$ cat config.mk
export PLATFORM = sky130hd
export DESIGN_NAME = spike_aer_encoder
export DESIGN_NICKNAME = d
export VERILOG_FILES = /design/src/rtl/snn_aer_pkg.sv /design/src/rtl/spike_aer_encoder_fifo.sv /design/src/rtl/spike_aer_encoder.sv
export SDC_FILE = /design/constraint.sdc
export NUM_CORES = 1
export LEC_CHECK = 0
export ABC_AREA = 1
export BUFFER_PORTS_ARGS = -buffer_cell sky130_fd_sc_hd__clkbuf_2
export CORE_AREA = 5 5 190 192
export DETAILED_ROUTE_END_ITERATION = 16
export DIE_AREA = 0 0 195 197
export SLEW_MARGIN = 20
export SYNTH_ARGS = -nofsm -noshare
export SYNTH_HDL_FRONTEND = slang
export SYNTH_SLANG_ARGS = --single-unit
$ cat constraint.sdc
create_clock -name clk -period 3.4 [get_ports clk]
set_input_delay 0.34 -clock clk [delete_from_list [all_inputs] [get_ports clk]]
set_output_delay 0.34 -clock clk [all_outputs]
set_load 0.03 [all_outputs]
$ cat src/rtl/snn_aer_pkg.sv
// Shared types for the spike-to-AER encoder: event layout, FSM encoding and
// the saturating drop-counter helper.
package snn_aer_pkg;

    localparam int AER_ADDR_W = 4;
    localparam int AER_TS_W   = 16;
    localparam int DROP_CNT_W = 8;

    typedef struct packed {
        logic [AER_TS_W-1:0]   ts;
        logic [AER_ADDR_W-1:0] addr;
    } aer_event_t;

    typedef enum logic [0:0] {
        IDLE = 1'b0,
        SCAN = 1'b1
    } enc_state_t;

    function automatic logic [DROP_CNT_W-1:0] sat_inc(input logic [DROP_CNT_W-1:0] v);
        return (&v) ? v : v + DROP_CNT_W'(1);
    endfunction

endpackage

$ cat src/rtl/spike_aer_encoder_fifo.sv
// Event FIFO: first-word-fall-through view of the head entry; when empty the
// output keeps showing the most recently popped event (zero after reset).
module aer_fifo
    import snn_aer_pkg::*;
#(
    parameter int DEPTH  = 8,
    parameter int DATA_W = $bits(aer_event_t)
) (
    input  logic                       clk,
    input  logic                       rst_n,
    input  logic                       push,
    input  logic [DATA_W-1:0]          push_data,
    input  logic                       pop,
    output logic [DATA_W-1:0]          pop_data,
    output logic                       full,
    output logic                       empty,
    output logic [$clog2(DEPTH):0]     level
);

    localparam int PTR_W = $clog2(DEPTH);
    localparam int LVL_W = PTR_W + 1;

    logic [DATA_W-1:0] mem [DEPTH];
    logic [PTR_W-1:0]  wr_ptr_reg;
    logic [PTR_W-1:0]  rd_ptr_reg;
    logic [LVL_W-1:0]  level_reg;
    logic [DATA_W-1:0] last_reg;
    logic              push_ok;
    logic              pop_ok;

    // Full comes from the registered count, so a same-cycle pop never frees a slot.
    assign full     = (level_reg == LVL_W'(DEPTH));
    assign empty    = (level_reg == '0);
    assign level    = level_reg;
    assign push_ok  = push && !full;
    assign pop_ok   = pop && !empty;
    assign pop_data = empty ? last_reg : mem[rd_ptr_reg];

    always_ff @(posedge clk) begin
        if (push_ok) begin
            mem[wr_ptr_reg] <= push_data;
        end
    end

    always_ff @(posedge clk or negedge rst_n) begin
        if (!rst_n) begin
            wr_ptr_reg <= '0;
            rd_ptr_reg <= '0;
            level_reg  <= '0;
            last_reg   <= '0;
        end else begin
            if (push_ok) begin
                wr_ptr_reg <= wr_ptr_reg + PTR_W'(1);
            end
            if (pop_ok) begin
                rd_ptr_reg <= rd_ptr_reg + PTR_W'(1);
                last_reg   <= mem[rd_ptr_reg];
            end
            case ({push_ok, pop_ok})
                2'b10:   level_reg <= level_reg + LVL_W'(1);
                2'b01:   level_reg <= level_reg - LVL_W'(1);
                default: level_reg <= level_reg;
            endcase
        end
    end

endmodule

$ cat src/rtl/spike_aer_encoder.sv
// Serialises each accepted spike vector into ascending-address AER events
// stamped with the timestep at which the vector was strobed.
module spike_aer_encoder
    import snn_aer_pkg::*;
#(
    parameter  int N_NEURONS  = 16,
    parameter  int TS_W       = 16,
    parameter  int FIFO_DEPTH = 8,
    localparam int ADDR_W     = $clog2(N_NEURONS)
) (
    input  logic                          clk,
    input  logic                          rst_n,
    input  logic                          tick,
    input  logic                          spike_strobe,
    input  logic [N_NEURONS-1:0]          spike_in,
    output logic                          in_ready,
    output logic                          aer_valid,
    input  logic                          aer_ready,
    output logic [ADDR_W-1:0]             aer_addr,
    output logic [TS_W-1:0]               aer_ts,
    output logic [TS_W-1:0]               ts_now,
    output logic [7:0]                    drop_cnt,
    output logic [$clog2(FIFO_DEPTH):0]   fifo_level
);

    localparam int EV_W = TS_W + ADDR_W;
    localparam logic [0:0] ST_IDLE = IDLE;
    localparam logic [0:0] ST_SCAN = SCAN;

    logic [0:0]            state_reg,    state_next;
    logic [N_NEURONS-1:0]  pending_reg,  pending_next;
    logic [TS_W-1:0]       batch_ts_reg, batch_ts_next;
    logic [TS_W-1:0]       ts_reg,       ts_next;
    logic [DROP_CNT_W-1:0] drop_cnt_reg, drop_cnt_next;

    logic              fifo_push;
    logic              fifo_full;
    logic              fifo_empty;
    logic [EV_W-1:0]   push_data;
    logic [EV_W-1:0]   head_data;

    function automatic logic [ADDR_W-1:0] lowest_set(input logic [N_NEURONS-1:0] v);
        logic [ADDR_W-1:0] idx;
        idx = '0;
        for (int i = N_NEURONS - 1; i >= 0; i--) begin
            if (v[i]) begin
                idx = ADDR_W'(i);
            end
        end
        return idx;
    endfunction

    assign push_data = {batch_ts_reg, lowest_set(pending_reg)};

    always_comb begin
        state_next    = state_reg;
        pending_next  = pending_reg;
        batch_ts_next = batch_ts_reg;
        drop_cnt_next = drop_cnt_reg;
        fifo_push     = 1'b0;
        ts_next       = tick ? ts_reg + TS_W'(1) : ts_reg;

        case (state_reg)
            ST_IDLE: begin
                // Batch timestamp is the pre-tick value even if tick fires this cycle.
                if (spike_strobe && (spike_in != '0)) begin
                    pending_next  = spike_in;
                    batch_ts_next = ts_reg;
                    state_next    = ST_SCAN;
                end
            end
            default: begin
                if (spike_strobe) begin
                    drop_cnt_next = sat_inc(drop_cnt_reg);
                end
                if (!fifo_full) begin
                    fifo_push    = 1'b1;
                    // x & (x-1) clears exactly the lowest set bit, matching lowest_set().
                    pending_next = pending_reg & (pending_reg - N_NEURONS'(1));
                    if (pending_next == '0) begin
                        state_next = ST_IDLE;
                    end
                end
            end
        endcase
    end

    always_ff @(posedge clk or negedge rst_n) begin
        if (!rst_n) begin
            state_reg    <= ST_IDLE;
            pending_reg  <= '0;
            batch_ts_reg <= '0;
            ts_reg       <= '0;
            drop_cnt_reg <= '0;
        end else begin
            state_reg    <= state_next;
            pending_reg  <= pending_next;
            batch_ts_reg <= batch_ts_next;
            ts_reg       <= ts_next;
            drop_cnt_reg <= drop_cnt_next;
        end
    end

    aer_fifo #(
        .DEPTH  (FIFO_DEPTH),
        .DATA_W (EV_W)
    ) u_fifo (
        .clk       (clk),
        .rst_n     (rst_n),
        .push      (fifo_push),
        .push_data (push_data),
        .pop       (aer_ready),
        .pop_data  (head_data),
        .full      (fifo_full),
        .empty     (fifo_empty),
        .level     (fifo_level)
    );

    assign in_ready  = (state_reg == ST_IDLE);
    assign aer_valid = !fifo_empty;
    assign aer_addr  = head_data[ADDR_W-1:0];
    assign aer_ts    = head_data[EV_W-1:ADDR_W];
    assign ts_now    = ts_reg;
    assign drop_cnt  = drop_cnt_reg;

endmodule

==> key figures, run 1 <==
Logic synthesis
  – Yosys reg bits: ~250
  – Mapped Cells: about 900
  – Net Count, Synth: 932
  – Synth Flop Type: edfxtp_1
  – Post-synth cell types: 45
  – Synth top area cells: edfxtp_1 (46%), dfrtp_1 (21%), o21ai_0 (5.4%)
  – Area share of the largest cell type after synthesis: 45.84%
  – Cell taking the most area after synthesis: edfxtp_1
  – Cell Area, Synth: approximately 0.010 sq mm
  – Warnings, synthesis: 0
  – FFs w/ async S/R, synth: between 30% and 40%
  – Post-synth EDFFs: 160
  – Sequential cell area fraction in the yosys report: around two thirds
  – Avg Inst Size Synth: 11.61 sq um

Drt
  – Post-route ant nets: 0
  – # DRC: 0
  – DRT iter0 DRCs: 405
  – Avg Vias per Cell: roughly 4.7
  – DR pass1 iterations: 5
  – Wire per inst: between 15 and 20 um
  – Final WL: 22890 um
  – Via count: slightly below 7000

Floorplanning
  – Starting density of the core: just over 30%
  – Core area: about 0.034 sq mm
  – IO Count: roughly 70
  – Die X: ~200 um
  – Die ar.: 0.03842 sq mm
  – Die Y: 197 um
  – # rows: between 60 and 70

Setup path
  – Startpoint types: register
  – Crit-path max FO: 40
  – R2r endpoint: u_fifo.level[3]$_DFFE_PN0P_
  – Reg2Reg Depth: 14
  – CP Class: register to output pin
  – FF-to-FF Start: u_fifo.level[1]$_DFFE_PN0P_
  – Worst Setup End Kind: output pin
  – Flop2flop setup slack: approximately 0.93 ns
  – Critical path required time: between 3 and 4 ns
  – CP Capture Point: aer_ts[15]
  – Critical path origin: u_fifo.rd_ptr_reg[0]$_DFFE_PN0P_
  – Worst EP arrival: around 2.7 ns

STA
  – Max Fclk: around 330 MHz
  – Final period util: between 80% and 90%
  – Final setup margin: around 0.38 ns
  – Rel. slew slack: roughly 52%
  – Worst slew pin tran: between 0.7 and 0.8 ns
  – Setup TNS Final: 0 ns
  – Crit path time final: 3.016 ns
  – Pins Over Slew Limit: 0
  – Final hold vios: 0
  – Clock skew: between 0.02 and 0.025 ns
  – RSZ-0062 raised after global routing: false
  – # setup viols final: 0

Power and ir drop
  – Clock power frac: between 20% and 30%
  – Worst IR Drop VDD: 465.4 uV
  – Logic pwr share: 37.5%
  – Sw Ratio: around 40%
  – P_int: 8.065 mW
  – Static leakage: ~4.9 nW
  – Pwr/cell area: roughly 1100 mW/mm^2
  – Flop pwr share: ~39%
  – Switching pwr: approximately 5.3 mW

Layout
  – Proportion of layout cells with a drive suffix above 1: approximately 18%
  – Area Overhead vs Synth: 18.19%
  – Reg area: about 0.007 sq mm
  – Post-route cell area: about 0.012 sq mm
  – Ant. Diodes: 0
  – Max reg flops: 160
  – Multi-input gate area: 0.003098 sq mm
  – Fillers: about 3400
  – Final core utilization: between 30% and 40%
  – Final #Nets: 1006

Global routing
  – Initial antenna violation count: 0
  – Vias in the first global route: slightly below 7000
  – Total grt overflow: 0
  – GRT Util Overall: about an eighth
  – First-pass GRT wire length: between 30000 and 40000 um
  – Largest net degree at the start of global routing: between 80 and 90

Flow run
  – MaxCap Viol Count: 0

Place
  – Placer Congestion: approximately 0.8
  – DP HPWL: between 10000 and 15000 um
  – Placement Setup Slack: 0.7940 ns
  – Placed inst area: ~0.011 sq mm
  – Port buffer count: 70

Hold path
  – Hold Path Class: input port to register

Clock network
  – CTS H-tree lvls: 1
  – TritonCTS clock tree: built
  – CTS Buf Count: 27
  – Clock root buffer: clkbuf_16
  – CTS clk-pin slew, worst paths: around 0.06 ns
  – Worst skew pair latency: ~0.54 ns
  – Maximum root-to-sink buffer count: 3
  – Post CTS Setup Buffer Count: 0
  – CTS sink cnt: 247

Outcome
  – Status: finished, final reports clean
[synthesized netlist by cell type (4+ instances only)]
master and n:
nor2_2 5, dfrtp_1 87, inv_1 44, clkbuf_1 23, o21ai_0 113, nor2_1 115
o32ai_1 20, o211ai_1 9, o21ai_2 5, nand4_1 7, ha_1 7, nor3_2 5
xnor2_1 6, edfxtp_1 160, nand2_1 146, buf_2 16, o211ai_2 4, inv_2 8
o21ai_1 16, nand3_1 13, a21oi_1 4, mux2i_1 20, mux2_2 4, o221ai_1 20
xor2_1 19
[cell type report]
class | instances | share of cell area (%)
Clock buffer | 31 | 5.656
Inverter | 53 | 1.606
Sequential cell | 247 | 56.38
Tap cell | 455 | 4.596
Clock inverter | 19 | 2.343
Multi-Input combinational cell | 558 | 25.01
Timing Repair Buffer | 90 | 4.414
[repair_timing]
item                                    CTS  global route
endpoints found under the hold margin    37             0
hold buffers                              1             0
gates resized for setup                   0             1
endpoints found under the setup margin    0             3
[power by group through the flow]
stage	sequential [mW]	clock, mW	combinational, mW
2_1_floorplan	5.26	0	3.43
3_3_place_gp	5.18	0	5.05
3_5_place_dp	5.22	0	5.12
4_1_cts	5.17	3.29	5.13
5_1_grt	5.30	3.40	5.65
6_report	5.17	3.20	5.03
[how the worst min path moves through the flow]
stage	from	to	slack (ns)	cells after the start
6_report	spike_in[4]	pending_reg[4]$_DFFE_PN0P_	0.07	3
5_1_grt	spike_in[4]	pending_reg[4]$_DFFE_PN0P_	0.07	3
4_1_cts	spike_in[4]	pending_reg[4]$_DFFE_PN0P_	0.04	3
3_5_place_dp	rst_n	pending_reg[10]$_DFFE_PN0P_	0.37	1
3_3_place_gp	rst_n	pending_reg[10]$_DFFE_PN0P_	0.37	1
2_1_floorplan	rst_n	batch_ts_reg[0]$_DFFE_PN0P_	0.04	0
[logic make-up (layout without fill, tap and decap cells)]
logic type / after synthesis / in the layout / synth area share, %
and+or+nand+nor: 302 / 302 / 12.08
buffers and inverters: 98 / 193 / 3.892
muxes: 24 / 24 / 2.340
AOI/OAI and AO/OA: 199 / 199 / 11.96
DFF: 247 / 247 / 66.61
adders and majority gates: 8 / 8 / 1.027
xor gates and xnor gates: 25 / 25 / 2.089
[critical path, stage by stage (launching register included)]
cell and delay [ns]:
dfrtp_2 0.37, clkinv_1 0.37, buf_12 0.35, nor2_1 0.11
o32ai_1 0.08, o21ai_0 0.54, o21ai_1 0.11, clkbuf_2 0.20
[layer usage]
layer | track usage, % | part of all wire [%] | vias up
li1 | - | - | 3343
met5 | 0 | 0 | -
met1 | 16.61 | 47 | 3278
met3 | 2.410 | 5.4 | 27
met2 | 18.98 | 46 | 116
met4 | 2.793 | 1.9 | 0
[layout by cell type, fill, tap and decap left out, types with 8 or more instances in the layout]
cell type	n
edfxtp_1	160
nand2_1	146
nor2_1	115
o21ai_0	113
dfrtp_1	85
clkbuf_2	69
inv_1	44
clkbuf_16	27
o32ai_1	20
mux2i_1	20
o221ai_1	20
xor2_1	19
o21ai_1	16
buf_4	16
nand3_1	13
o211ai_1	9
inv_2	8
[metrics by stage]
| stage | cells | power, mW | hold slack [ns] |
|---|---|---|---|
| floorplan | 903 | 8.695 | 0.04441 |
| global placement | 1402 | 10.23 | 0.3711 |
| detailed placement | 1402 | 10.34 | 0.3740 |
| CTS | 1453 | 13.60 | 0.04000 |
| global route | 1453 | 14.36 | 0.07133 |
| finish | 1453 | 13.41 | 0.06976 |
Power figures use the tool's default switching activity.
==> inputs of run 2 (changes only) <==
CORE_AREA = 5 5 193 195   (was 5 5 190 192)
DIE_AREA = 0 0 198 200   (was 0 0 195 197)
SYNTH_HIERARCHICAL = 1   (was unset)
==> run 2 against run 1 <==
Worst setup slack improved by 0.11 ns. Final area increased by 0.65%. Flip-flop and latch count unchanged. Sequential share of layout area decreased by 0.37 points. Maximum frequency increased by 3.8%. Utilization decreased by 0.82 points. Critical endpoint is now aer_ts[10]. Largest cell class unchanged.
==> key figures, run 2 <==
Outcome
  – Status: finished, final reports clean

Setup path
  – FF-to-FF Start: u_fifo/level[0]$_DFFE_PN0P_
  – Crit path buf inv count: 2 (-1)
  – Worst Setup End Kind: output pin
  – Critical path required time: 3.06 ns (about the same)
  – Crit-path slowest cell: dfrtp_2
  – Critical path origin: u_fifo/rd_ptr_reg[0]$_DFFE_PN0P_
  – CP peak stage delay: 0.70 ns (+0.16 ns)
  – Crit-path leading delay family: flip-flops
  – Flop2flop setup slack: 0.86 ns (-0.07 ns)
  – Crit-path max FO: 35 (-13%)
  – CP Class: register to output pin
  – Startpoint types: register
  – Worst EP arrival: 2.57 ns (-0.11 ns)
  – Reg2Reg Depth: 8 (-6)
  – Crit-path cells: buf_4 -> nor2_1 -> nor2_1 -> o21ai_0 -> nand3_1 -> nand3_1 -> nand2_1 -> clkbuf_2
  – R2r endpoint: u_fifo/mem[4][18]$_DFFE_PP_

Flow run
  – MaxCap Viol Count: 0 (unchanged)

STA
  – Pins Over Slew Limit: 0 (unchanged)
  – Setup TNS Final: 0 ns (unchanged)
  – Rel. slew slack: 44.61% (-7.8 points)
  – Max Fclk: 344.1 MHz (+3.8%)
  – Clock skew: 0.009394 ns (-0.01372 ns)
  – RSZ-0062 raised after global routing: false
  – Final hold vios: 0 (unchanged)
  – Crit path time final: 2.906 ns (-0.1104 ns)
  – Final period util: 85.47% (-3.2 points)
  – Worst slew pin tran: 0.8296 ns (+0.1192 ns)
  – # setup viols final: 0 (unchanged)

Layout
  – Ant. Diodes: 0 (unchanged)
  – Area Overhead vs Synth: 16.07%
  – Reg area: 0.006983 sq mm (about the same)
  – Most common cell after layout, fill and taps aside: nand2_1
  – Max reg flops: 160 (unchanged)
  – Most frequent cells in the layout: nand2_1 (205), nor2_1 (180), edfxtp_1 (160)
  – Final core utilization: 35.40% (-0.82 points)
  – Proportion of layout cells with a drive suffix above 1: 14.89% (-2.6 points)
  – Fillers: 3514 (+3.5%)
  – Final #Nets: 1143 (+14%)
  – Multi-input gate area: 0.003281 sq mm (+5.9%)

Logic synthesis
  – Main combinational cell family by area after synthesis: simple AND/OR/NAND/NOR gates
  – Yosys reg bits: 247 (unchanged)
  – Cell Area, Synth: 0.01074 sq mm (+2.5%)
  – Most instantiated library cell after synthesis: nand2_1
  – FFs w/ async S/R, synth: 35.22% (unchanged)
  – Warnings, synthesis: 6 (+6)
  – Post-synth EDFFs: 160 (unchanged)
  – Complex-gate fraction of the synthesized area: 7.164% (-4.8 points)
  – Mapped Cells: 1041 (+15%)
  – Synth top area cells: edfxtp_1 (45%), dfrtp_1 (20%), nand2_1 (7.2%)
  – Xor/xnor cell area share of the yosys netlist: 2.202% (+0.11 points)
  – Post-Synth Simple-Gate Area: 20.17% (+8.1 points)
  – Adder-cell area share of the yosys netlist: 0.8154% (-0.21 points)
  – Avg Inst Size Synth: 10.32 sq um (-11%)
  – Mux cell area share after synthesis: 0% (-2.3 points)
  – Cell taking the most area after synthesis: edfxtp_1
  – Post-synth cell types: 39 (-13%)
  – Synth Flop Type: edfxtp_1
  – Area share of the largest cell type after synthesis: 44.73% (-1.1 points)
  – Most common library cells after synthesis: nand2_1 (205), nor2_1 (188), edfxtp_1 (160)
  – Net Count, Synth: 1069 (+15%)
  – Sequential cell area fraction in the yosys report: 65.00% (-1.6 points)

Floorplanning
  – Starting density of the core: 30.50% (-0.15 points)
  – Die X: 198 um (+1.5%)
  – # rows: 69 (+1.5%)
  – Die ar.: 0.03960 sq mm (+3.1%)
  – Die Y: 200 um (+1.5%)
  – IO Count: 71 (unchanged)
  – Core area: 0.03522 sq mm (+3.0%)

Clock network
  – CTS sink cnt: 247 (unchanged)
  – CTS H-tree lvls: 1 (unchanged)
  – TritonCTS clock tree: built
  – CTS clk-pin slew, worst paths: 0.06 ns (about the same)
  – Post CTS Setup Buffer Count: 0 (unchanged)
  – Post_cts resized: 0 (unchanged)
  – CTS Buf Count: 26 (-3.7%)
  – Maximum root-to-sink buffer count: 3 (unchanged)
  – Worst skew pair latency: 0.53 ns (about the same)
  – Clock root buffer: clkbuf_16

Power and ir drop
  – Logic pwr share: 39.8% (+2.3 points)
  – Switching pwr: 5.743 mW (+7.5%)
  – Static leakage: 5.138 nW (+5.4%)
  – Pwr/cell area: 1092 mW/mm^2 (+0.90%)
  – P_int: 7.872 mW (-2.4%)
  – Flop pwr share: 38.8% (+0.2 points)
  – Clock power frac: 21.4% (-2.5 points)
  – Sw Ratio: 42.18% (+2.3 points)
  – Worst IR Drop VDD: 581.7 uV (+25%)

Drt
  – Final WL: 26240 um (+15%)
  – Wire per inst: 16.44 um (+4.4%)
  – Via count: 7467 (+10%)
  – DRT iter0 DRCs: 505 (+25%)
  – DR pass1 iterations: 5 (unchanged)
  – Post-route ant nets: 0 (unchanged)
  – # DRC: 0 (unchanged)
  – Avg Vias per Cell: 4.679 (+0.50%)

Global routing
  – Vias in the first global route: 7333 (+8.4%)
  – First-pass GRT wire length: 40900 um (+10%)
  – Gr busiest metal: met2
  – GR Layer Usage met1: 17.98% (+1.4 points)
  – Met2 Resource Use GR: 21.43% (+2.5 points)
  – Initial antenna violation count: 0 (unchanged)
  – Total grt overflow: 0 (unchanged)
  – GRT Util Overall: 13.02% (+1.2 points)
  – Largest net degree at the start of global routing: 82 (-1.2%)
  – Met3 GRT Util: 2.585% (+0.17 points)

Hold path
  – Hold_sp: spike_in[0]
  – Hold Path Class: input port to register
  – Hold Path End: pending_reg[0]$_DFFE_PN0P_
  – Worst Hold Path Cells: 3 (unchanged)

Place
  – Port buffer count: 70 (unchanged)
  – DP HPWL: 16620 um (+15%)
  – Placer Congestion: 0.8187 (+3.0%)
## run 2: power groups by stage
stage	logic [mW]	clock network [mW]	registers (mW)
4_1_cts	5.52	2.98	5.29
2_1_floorplan	3.77	0	5.33
5_1_grt	6.07	3.11	5.41
3_3_place_gp	5.45	0	5.31
6_report	5.42	2.91	5.28
3_5_place_dp	5.50	0	5.34
## run 2: final cells by class
| cell class | count | share of cell area (%) |
|---|---|---|
| clock inverter | 16 | 1.606 |
| clock buffer | 32 | 5.479 |
| timing repair buffer | 92 | 4.275 |
| tap | 461 | 4.626 |
| multi-input combinational | 693 | 26.31 |
| inverter | 55 | 1.696 |
| sequential | 247 | 56.01 |
## run 2: cell families after synthesis
| group | after synthesis |
|---|---|
| buffers and inverters | 101 |
| and+or+nand+nor | 514 |
| DFF | 247 |
| AOI/OAI and AO/OA | 145 |
| xor gates and xnor gates | 27 |
| adders and majority gates | 7 |
## run 2: how the worst max path moves through the flow
stage / cells after the start / endpoint / slack, ns
finish: 8 / aer_ts[10] / 0.49
global route: 8 / aer_ts[2] / 0.29
CTS: 8 / aer_ts[10] / 0.43
detailed placement: 8 / u_fifo/mem[4][16]$_DFFE_PP_ / 0.90
global placement: 8 / u_fifo/mem[4][11]$_DFFE_PP_ / 0.97
floorplan: 7 / u_fifo/mem[0][0]$_DFFE_PP_ / 0.55
## run 2: per-stage QoR
stage | worst slack [ns] | power [mW] | hold slack [ns] | cells | area [sq um]
after global routing | 0.2897 | 14.60 | 0.01312 | 1596 | 12470
after detailed placement | 0.8983 | 10.84 | 0.4015 | 1547 | 11570
after CTS | 0.4305 | 13.79 | 0.01148 | 1596 | 12470
after global placement | 0.9720 | 10.76 | 0.4005 | 1547 | 11570
after floorplan | 0.5541 | 9.099 | 0.04441 | 1041 | 10740
final | 0.4940 | 13.61 | 0.03648 | 1596 | 12470
## run 2: metal layers
| layer | routed length, um | vias to the layer above |
|---|---|---|
| met5 | 0 | - |
| met4 | 420 | 0 |
| met3 | 1445 | 35 |
| met2 | 12210 | 167 |
| met1 | 12170 | 3590 |
| li1 | - | 3675 |
## run 2: repair_timing
action,in CTS,in global routing
setup endpoints to repair,0,0
hold endpoints to repair,38,0
hold buffers,1,0
## run 2: worst register-to-register path: cells and delay by family, from the launching register on
kind / cells / cell delay (ns)
and+or+nand+nor: 6 / 1.35
DFF: 1 / 0.42
buffers and inverters: 2 / 0.42
